<file path="config.mk">
export PLATFORM = sky130hd
export DESIGN_NAME = mem_port_arbiter_flat
export DESIGN_NICKNAME = d
export VERILOG_FILES = /design/src/rtl/mem_port_arbiter_if.sv /design/src/rtl/mem_port_arbiter.sv /design/src/flat_wrapper.sv
export SDC_FILE = /design/constraint.sdc
export NUM_CORES = 1
export LEC_CHECK = 0
export CAP_MARGIN = 15
export CORE_ASPECT_RATIO = 2
export CORE_UTILIZATION = 38
export DETAILED_ROUTE_END_ITERATION = 6
export HOLD_SLACK_MARGIN = 0.12
export PLACE_DENSITY = 0.86
export SLEW_MARGIN = 20
export SYNTH_ARGS = -nofsm -noshare
export SYNTH_HDL_FRONTEND = slang
export SYNTH_SLANG_ARGS = --single-unit
</file>
<file path="constraint.sdc">
create_clock -name clk -period 6.55 [get_ports clk]
set_input_delay 1.31 -clock clk [delete_from_list [all_inputs] [get_ports clk]]
set_output_delay 1.31 -clock clk [all_outputs]
set_load 0.05 [all_outputs]
</file>
<file path="src/rtl/mem_port_arbiter_if.sv">
// Bus bundle for the two-requester memory port arbiter: both request/response
// channels plus the single-port synchronous RAM side.
interface mem_port_arbiter_if;
    logic        req0_valid;
    logic        req0_we;
    logic [31:0] req0_addr;
    logic [31:0] req0_wdata;
    logic        req0_ready;
    logic        rsp0_valid;
    logic [31:0] rsp0_rdata;
    logic        rsp0_err;

    logic        req1_valid;
    logic        req1_we;
    logic [31:0] req1_addr;
    logic [31:0] req1_wdata;
    logic        req1_ready;
    logic        rsp1_valid;
    logic [31:0] rsp1_rdata;
    logic        rsp1_err;

    logic        mem_we;
    logic [31:0] mem_addr;
    logic [31:0] mem_wdata;
    logic [31:0] mem_rdata;
    logic        busy;

    modport slave (
        input  req0_valid, req0_we, req0_addr, req0_wdata,
        input  req1_valid, req1_we, req1_addr, req1_wdata,
        input  mem_rdata,
        output req0_ready, rsp0_valid, rsp0_rdata, rsp0_err,
        output req1_ready, rsp1_valid, rsp1_rdata, rsp1_err,
        output mem_we, mem_addr, mem_wdata, busy
    );

    modport master (
        output req0_valid, req0_we, req0_addr, req0_wdata,
        output req1_valid, req1_we, req1_addr, req1_wdata,
        output mem_rdata,
        input  req0_ready, rsp0_valid, rsp0_rdata, rsp0_err,
        input  req1_ready, rsp1_valid, rsp1_rdata, rsp1_err,
        input  mem_we, mem_addr, mem_wdata, busy
    );
endinterface

</file>
<file path="src/rtl/mem_port_arbiter.sv">
// Two-requester round-robin arbiter in front of a single-port synchronous RAM;
// one transaction in flight, out-of-range addresses answered with err=1.
module mem_port_arbiter #(
    parameter int unsigned RAM_BASE  = 150500,
    parameter int unsigned RAM_WORDS = 1024
) (
    input  logic                clk,
    input  logic                rst,
    mem_port_arbiter_if.slave   bus
);

    typedef enum logic [1:0] {IDLE, ACCESS, READ} state_t;

    // 33-bit bounds so RAM_BASE + RAM_WORDS can never wrap around
    localparam logic [32:0] RANGE_LO  = 33'(RAM_BASE);
    localparam logic [32:0] RANGE_END = 33'(RAM_BASE) + 33'(RAM_WORDS);

    state_t      state;
    state_t      state_next;
    logic        last_grant;
    logic        grant_id;
    logic        grant_any;
    logic        ready0;
    logic        ready1;
    logic        accept;
    logic        mem_we;
    logic        finish;
    logic [31:0] rsp_data;

    logic        lat_we;
    logic        lat_id;
    logic [31:0] lat_addr;
    logic [31:0] lat_wdata;
    logic        in_range;

    logic        rsp0_valid;
    logic        rsp1_valid;
    logic [31:0] rsp0_rdata;
    logic [31:0] rsp1_rdata;
    logic        rsp0_err;
    logic        rsp1_err;

    assign in_range = ({1'b0, lat_addr} >= RANGE_LO) && ({1'b0, lat_addr} < RANGE_END);

    always_comb begin
        grant_any = bus.req0_valid | bus.req1_valid;
        if (bus.req0_valid && bus.req1_valid)
            grant_id = ~last_grant;
        else
            grant_id = bus.req1_valid;
    end

    always_ff @(posedge clk or posedge rst) begin
        if (rst)
            state <= IDLE;
        else
            state <= state_next;
    end

    always_comb begin
        state_next = state;
        case (state)
            IDLE:    if (accept) state_next = ACCESS;
            ACCESS:  state_next = lat_we ? IDLE : READ;
            READ:    state_next = IDLE;
            default: state_next = IDLE;
        endcase
    end

    always_comb begin
        ready0   = 1'b0;
        ready1   = 1'b0;
        mem_we   = 1'b0;
        finish   = 1'b0;
        rsp_data = '0;
        if (state == IDLE && !rst && grant_any) begin
            ready0 = ~grant_id;
            ready1 = grant_id;
        end
        if (state == ACCESS) begin
            mem_we = lat_we & in_range;
            finish = lat_we;
        end
        if (state == READ) begin
            finish   = 1'b1;
            rsp_data = in_range ? bus.mem_rdata : '0;
        end
    end

    assign accept = ready0 | ready1;

    // The latched request doubles as the RAM address/data hold registers
    always_ff @(posedge clk or posedge rst) begin
        if (rst) begin
            last_grant <= 1'b1;
            lat_we     <= 1'b0;
            lat_id     <= 1'b0;
            lat_addr   <= '0;
            lat_wdata  <= '0;
        end else if (accept) begin
            last_grant <= grant_id;
            lat_id     <= grant_id;
            lat_we     <= grant_id ? bus.req1_we    : bus.req0_we;
            lat_addr   <= grant_id ? bus.req1_addr  : bus.req0_addr;
            lat_wdata  <= grant_id ? bus.req1_wdata : bus.req0_wdata;
        end
    end

    always_ff @(posedge clk or posedge rst) begin
        if (rst) begin
            rsp0_valid <= 1'b0;
            rsp1_valid <= 1'b0;
            rsp0_rdata <= '0;
            rsp1_rdata <= '0;
            rsp0_err   <= 1'b0;
            rsp1_err   <= 1'b0;
        end else begin
            rsp0_valid <= finish && !lat_id;
            rsp1_valid <= finish && lat_id;
            rsp0_rdata <= (finish && !lat_id) ? rsp_data : '0;
            rsp1_rdata <= (finish && lat_id) ? rsp_data : '0;
            rsp0_err   <= finish && !lat_id && !in_range;
            rsp1_err   <= finish && lat_id && !in_range;
        end
    end

    assign bus.req0_ready = ready0;
    assign bus.req1_ready = ready1;
    assign bus.rsp0_valid = rsp0_valid;
    assign bus.rsp1_valid = rsp1_valid;
    assign bus.rsp0_rdata = rsp0_rdata;
    assign bus.rsp1_rdata = rsp1_rdata;
    assign bus.rsp0_err   = rsp0_err;
    assign bus.rsp1_err   = rsp1_err;
    assign bus.mem_we     = mem_we;
    assign bus.mem_addr   = lat_addr;
    assign bus.mem_wdata  = lat_wdata;
    assign bus.busy       = (state != IDLE);

endmodule

</file>
<file path="src/flat_wrapper.sv">
// flat-port wrapper written by rule: the top's interface ports become plain ports
module mem_port_arbiter_flat 
#(
    parameter int unsigned RAM_BASE  = 150500,
    parameter int unsigned RAM_WORDS = 1024
)
  (clk, rst, bus_req0_valid, bus_req0_we, bus_req0_addr, bus_req0_wdata, bus_req1_valid, bus_req1_we, bus_req1_addr, bus_req1_wdata, bus_mem_rdata, bus_req0_ready, bus_rsp0_valid, bus_rsp0_rdata, bus_rsp0_err, bus_req1_ready, bus_rsp1_valid, bus_rsp1_rdata, bus_rsp1_err, bus_mem_we, bus_mem_addr, bus_mem_wdata, bus_busy);
  mem_port_arbiter_if bus_i ();
  input  logic clk;
  input  logic rst;
  input wire logic [$bits(bus_i.req0_valid)-1:0] bus_req0_valid;
  input wire logic [$bits(bus_i.req0_we)-1:0] bus_req0_we;
  input wire logic [$bits(bus_i.req0_addr)-1:0] bus_req0_addr;
  input wire logic [$bits(bus_i.req0_wdata)-1:0] bus_req0_wdata;
  input wire logic [$bits(bus_i.req1_valid)-1:0] bus_req1_valid;
  input wire logic [$bits(bus_i.req1_we)-1:0] bus_req1_we;
  input wire logic [$bits(bus_i.req1_addr)-1:0] bus_req1_addr;
  input wire logic [$bits(bus_i.req1_wdata)-1:0] bus_req1_wdata;
  input wire logic [$bits(bus_i.mem_rdata)-1:0] bus_mem_rdata;
  output wire logic [$bits(bus_i.req0_ready)-1:0] bus_req0_ready;
  output wire logic [$bits(bus_i.rsp0_valid)-1:0] bus_rsp0_valid;
  output wire logic [$bits(bus_i.rsp0_rdata)-1:0] bus_rsp0_rdata;
  output wire logic [$bits(bus_i.rsp0_err)-1:0] bus_rsp0_err;
  output wire logic [$bits(bus_i.req1_ready)-1:0] bus_req1_ready;
  output wire logic [$bits(bus_i.rsp1_valid)-1:0] bus_rsp1_valid;
  output wire logic [$bits(bus_i.rsp1_rdata)-1:0] bus_rsp1_rdata;
  output wire logic [$bits(bus_i.rsp1_err)-1:0] bus_rsp1_err;
  output wire logic [$bits(bus_i.mem_we)-1:0] bus_mem_we;
  output wire logic [$bits(bus_i.mem_addr)-1:0] bus_mem_addr;
  output wire logic [$bits(bus_i.mem_wdata)-1:0] bus_mem_wdata;
  output wire logic [$bits(bus_i.busy)-1:0] bus_busy;
  assign bus_i.req0_valid = bus_req0_valid;
  assign bus_i.req0_we = bus_req0_we;
  assign bus_i.req0_addr = bus_req0_addr;
  assign bus_i.req0_wdata = bus_req0_wdata;
  assign bus_i.req1_valid = bus_req1_valid;
  assign bus_i.req1_we = bus_req1_we;
  assign bus_i.req1_addr = bus_req1_addr;
  assign bus_i.req1_wdata = bus_req1_wdata;
  assign bus_i.mem_rdata = bus_mem_rdata;
  assign bus_req0_ready = bus_i.req0_ready;
  assign bus_rsp0_valid = bus_i.rsp0_valid;
  assign bus_rsp0_rdata = bus_i.rsp0_rdata;
  assign bus_rsp0_err = bus_i.rsp0_err;
  assign bus_req1_ready = bus_i.req1_ready;
  assign bus_rsp1_valid = bus_i.rsp1_valid;
  assign bus_rsp1_rdata = bus_i.rsp1_rdata;
  assign bus_rsp1_err = bus_i.rsp1_err;
  assign bus_mem_we = bus_i.mem_we;
  assign bus_mem_addr = bus_i.mem_addr;
  assign bus_mem_wdata = bus_i.mem_wdata;
  assign bus_busy = bus_i.busy;
  mem_port_arbiter #(.RAM_BASE(RAM_BASE), .RAM_WORDS(RAM_WORDS)) u_core (.clk(clk), .rst(rst), .bus(bus_i));
endmodule
</file>
# Word level (Yosys, flattened, before mapping)
# Cells that the tools add are included.
# totals
regBits,137
output_inout_bits,136
# classes
n_lt_le_gt_ge,2
eq_ne,3
muxes,16
n_bitwise,5
reduce_logical,13
# op_table
op,n
$mux 32,6
$ge 32x18->1 const B,1
$lt 32x18->1 const B,1
$logic_and 1x1->1,8
$mux 1,7
$mux 2,2
$pmux 2 s2,1
$logic_not 1->1,3
$eq 2x1->1 const B,1
$eq 2x2->1 const B,1
$logic_not 2->1,1
$ne 2x1->1 const B,1
$not 1->1,2
$or 1x1->1,2
$reduce_bool 2->1,1
$and 1x1->1,1

# Logic depth before layout (Yosys ltp)
# depth
depth_word,7
mapped_depth,7

# Worst setup path before layout
# OpenSTA, ideal clock, no wires.
# synth_path
kind,input -> output
startpoint,input rst
endpoint,output bus_req0_ready
arrival_time_ns,2.445
required_time_ns,5.240
path_slack_ns,2.795
cell_stages,4
cell_sequence,nor3_1 > o21ai_1 > a21oi_1 > clkbuf_1
# synth_via
elab_chain_cells,4
# synth_lines
item,line,text
"start, declared",flat_wrapper.sv:10,input logic rst;
$logic_not 1->1 (no line),n/a,
$logic_and 1x1->1 (2 in series),mem_port_arbiter.sv:76,if (state == IDLE && !rst && grant_any) begin
$mux 1,mem_port_arbiter.sv:76,
"end, declared",flat_wrapper.sv:20,output wire logic [$bits(bus_i.req0_ready)-1:0] bus_req0_ready;
# No other way between the ends.

# Worst setup path in the final report
# Ends and elaborated chain as after synthesis.

==> impl_metrics.csv <==
group,metric,value,unit
place,port_buffers,301,
cells_and_area,final_cell_mix,"clkdlybuf4s50_1, dfrtp_1, a21o_1, a22o_1, and3_1",
power,ir_drop,245,uV
route,dr.pass1.iters,4,
timing,setup_viol_count_final,0,
floorplanning,start_util,38.7,%
route,ant_nets,0,
timing,worstMarginPinSlew,0.916,ns
cells_and_area,drive_above_1_share,7.49,%
worst_setup_path,path_max_fanout,2,
worst_setup_path,start_kind,"input pin",
worst_setup_path,r2r_cells,5,
route,drcViolationCount,0,
synthesis,ys_seq_elements,137,
clock_network,cts_htree_levels,4,
synthesis,syn-num-nets,569,
worst_setup_path,rr_startpoint,"u_core.state[0]$_DFFE_PP0P_",
worst_setup_path,r2r-end,"u_core.bus.mem_addr[3]$_DFFE_PP0P_",
min_path,whs_endpoint,"u_core.last_grant$_DFFE_PP1P_",
place,hpwl,12300,microns
clock_network,numCtsBuffers,17,
cells_and_area,syn_to_final_growth,69.4,%
synthesis,ys_types,30,
clock_network,clockRootBuffer,"clkbuf_16",
worst_setup_path,cp_cell_sequence,"clkdlybuf4s50_1 -> nor3_1 -> o21ai_4 -> a21oi_4 -> clkdlybuf4s50_1",
route,vias,4608,
synthesis,avgSynthCellArea,13.3,sq um
route,wl_per_cell,19.0,microns
floorplanning,num_rows,61,
min_path,worstHoldStart,"u_core.last_grant$_DFFE_PP1P_",
cells_and_area,num-nets-final,861,
synthesis,syn_inst,403,
global_routing,antenna_found_initial,1,
timing,drv_slew,0,
min_path,hp-class,"reg2reg",
floorplanning,die_h,170,microns
worst_setup_path,rrSetupSlack,4.34,ns
clock_network,hold_buffers,0,
worst_setup_path,cp.arrival,3.24,ns
worst_setup_path,endpoint_kind,"output port",
min_path,worstHoldPathCells,1,
timing,hold_violations,0,
timing,clock_skew,0.0124,ns
worst_setup_path,cp_slowest_stage_delay,0.82,ns
flow_run,drv_cap,0,
timing,final.min_clock_period,4.55,ns
place,placedCellCount,865,
floorplanning,core_area,0.0138,sq mm
global_routing,grt_pass1_vias,4833,
timing,maxSlewHeadroom,38.4,%
synthesis,yosysSeqAreaShare,64.2,%
clock_network,clock-sinks,137,
floorplanning,die_area,0.0146,sq mm
floorplanning,num_io_pins,302,
synthesis,syn_area,0.00534,sq mm
power,powerDensity,369,mW/mm^2
worst_setup_path,cpMaxStageDelayCell,"clkdlybuf4s50_1",
cells_and_area,antennaDiodeCount,0,
global_routing,grtUsageTotal,23.3,%
clock_network,postCtsSetupRepairBufs,0,
clock_network,clock_latency,0.41,ns
route,viasPerCell,5.14,
clock_network,clk_pin_slew,0.06,ns
power,p_leak,4.45,nW
timing,rsz0062_at_grt,"false",
floorplanning,die_w,85.8,microns
timing,fmax,0.220,GHz
status,run_status,"finished, final reports clean",
global_routing,grt_pass1_wl,25600,microns
worst_setup_path,cp_data_required_time,5.24,ns
global_routing,overflow,0,
worst_setup_path,worstSetupPathType,"in2out",
cells_and_area,fin_util,65.5,%
clock_network,cts_resized,0,
route,drt_iter0_drc,184,
clock_network,tritoncts,"done",
clock_network,cts_buffer_depth,2,
worst_setup_path,cpMostUsedCell,"clkdlybuf4s50_1",
place,gpl.final_weighted_congestion,0.814,
timing,post-route-period-util,69.5,%
cells_and_area,finalNonFillerCells,897,
global_routing,grt_max_degree,85,
timing,finalSetupTns,0,ns
synthesis,ys_warn_count,0,
cells_and_area,final_common_cell,"clkdlybuf4s50_1",
route,wirelength,17000,microns
power breakdown:
group | leakage [nW] | internal, mW | switching (mW)
Combinational | 2.39 | 0.527 | 0.804
Clock | 0.264 | 0.500 | 0.400
Sequential | 1.79 | 0.999 | 0.114
state kept, by name (all words and copies together) (netlist names):
| signal | flops |
|---|---|
| u_core.bus.mem_addr | 32 |
| u_core.bus.mem_wdata | 32 |
| u_core.bus.rsp0_err | 1 |
| u_core.bus.rsp0_rdata | 32 |
| u_core.bus.rsp0_valid | 1 |
| u_core.bus.rsp1_err | 1 |
| u_core.bus.rsp1_rdata | 32 |
| u_core.bus.rsp1_valid | 1 |
| u_core.last_grant | 1 |
| u_core.lat_id | 1 |
| u_core.lat_we | 1 |
| u_core.state | 2 |
per-layer routing:
layer  part of all wire, %  GRT usage (%)
met5                  0.10              0
met4                   1.7           8.62
met3                   6.4           5.40
met2                    58           45.0
met1                    34           23.7
layout make-up:
| class | count | area (sq um) |
|---|---|---|
| Clock inverter | 14 | 129 |
| Multi-Input combinational cell | 229 | 1750 |
| Fill cell | 986 | 4760 |
| Inverter | 2 | 12.5 |
| Timing Repair Buffer | 308 | 3070 |
| Clock buffer | 18 | 429 |
| Sequential cell | 137 | 3430 |
| Tap cell | 189 | 236 |
per-stage QoR:
step,cell area [sq um],setup WS [ns],power [mW],hold WS [ns]
global route,9050,1.88,3.47,0.533
detailed placement,8490,1.99,2.46,0.514
floorplan,5340,1.57,1.94,0.438
CTS,9050,1.98,3.37,0.525
global placement,8490,2.01,2.42,0.505
finish,9050,2.00,3.34,0.524
worst max-delay path by stage:
stage                                         endpoint  slack (ns)  cells after the start  from
floorplan           u_core.bus.mem_addr[0]$_DFFE_PP0P_        1.57                      1   rst
global placement                        bus_req1_ready        2.01                      4   rst
detailed placement                      bus_req1_ready        1.99                      4   rst
CTS                                     bus_req0_ready        1.98                      5   rst
global route                            bus_req0_ready        1.88                      5   rst
finish                                  bus_req0_ready        2.00                      5   rst
synthesized netlist by cell type:
master           n  area (sq um)
inv_1            2          7.51
a21oi_1          2          10.0
nand3b_1         1          7.51
nand3_1          2          10.0
nor2_1           1          3.75
a22o_2           1          10.0
and3_1          62           388
clkbuf_1        25          93.8
a21o_1          67           503
dfstp_2          1          26.3
dlygate4sd1_1    1          8.76
buf_6            6          67.6
nand4_1          1          6.26
a22o_1          64           561
or2_2            1          6.26
nor4b_1          2          17.5
nor4_1           2          12.5
dfrtp_1        136          3400
buf_2            1          5.00
or4_4            1          11.3
o31ai_1          1          7.51
buf_1            2          7.51
nor2b_1          4          25.0
and2b_1          2          15.0
o21ai_1          1          5.00
a2111oi_4        2          55.1
nor3_1           4          20.0
and3_2           4          30.0
a211oi_1         1          7.51
nand2_1          3          11.3
critical path, delay by kind of cell:
kind	cells	cell delay, ns
AOI/OAI and AO/OA	2	0.28
buffers and inverters	2	1.32
and+or+nand+nor	1	0.34
cells by family (layout without fill, tap and decap cells):
group / after synthesis / after routing / synth area share (%)
buf+inv: 37 / 342 / 3.56
flops: 137 / 137 / 64.2
simple gates: 90 / 90 / 10.6
compound gates: 139 / 139 / 21.7
(Power assumes the default switching activity.)
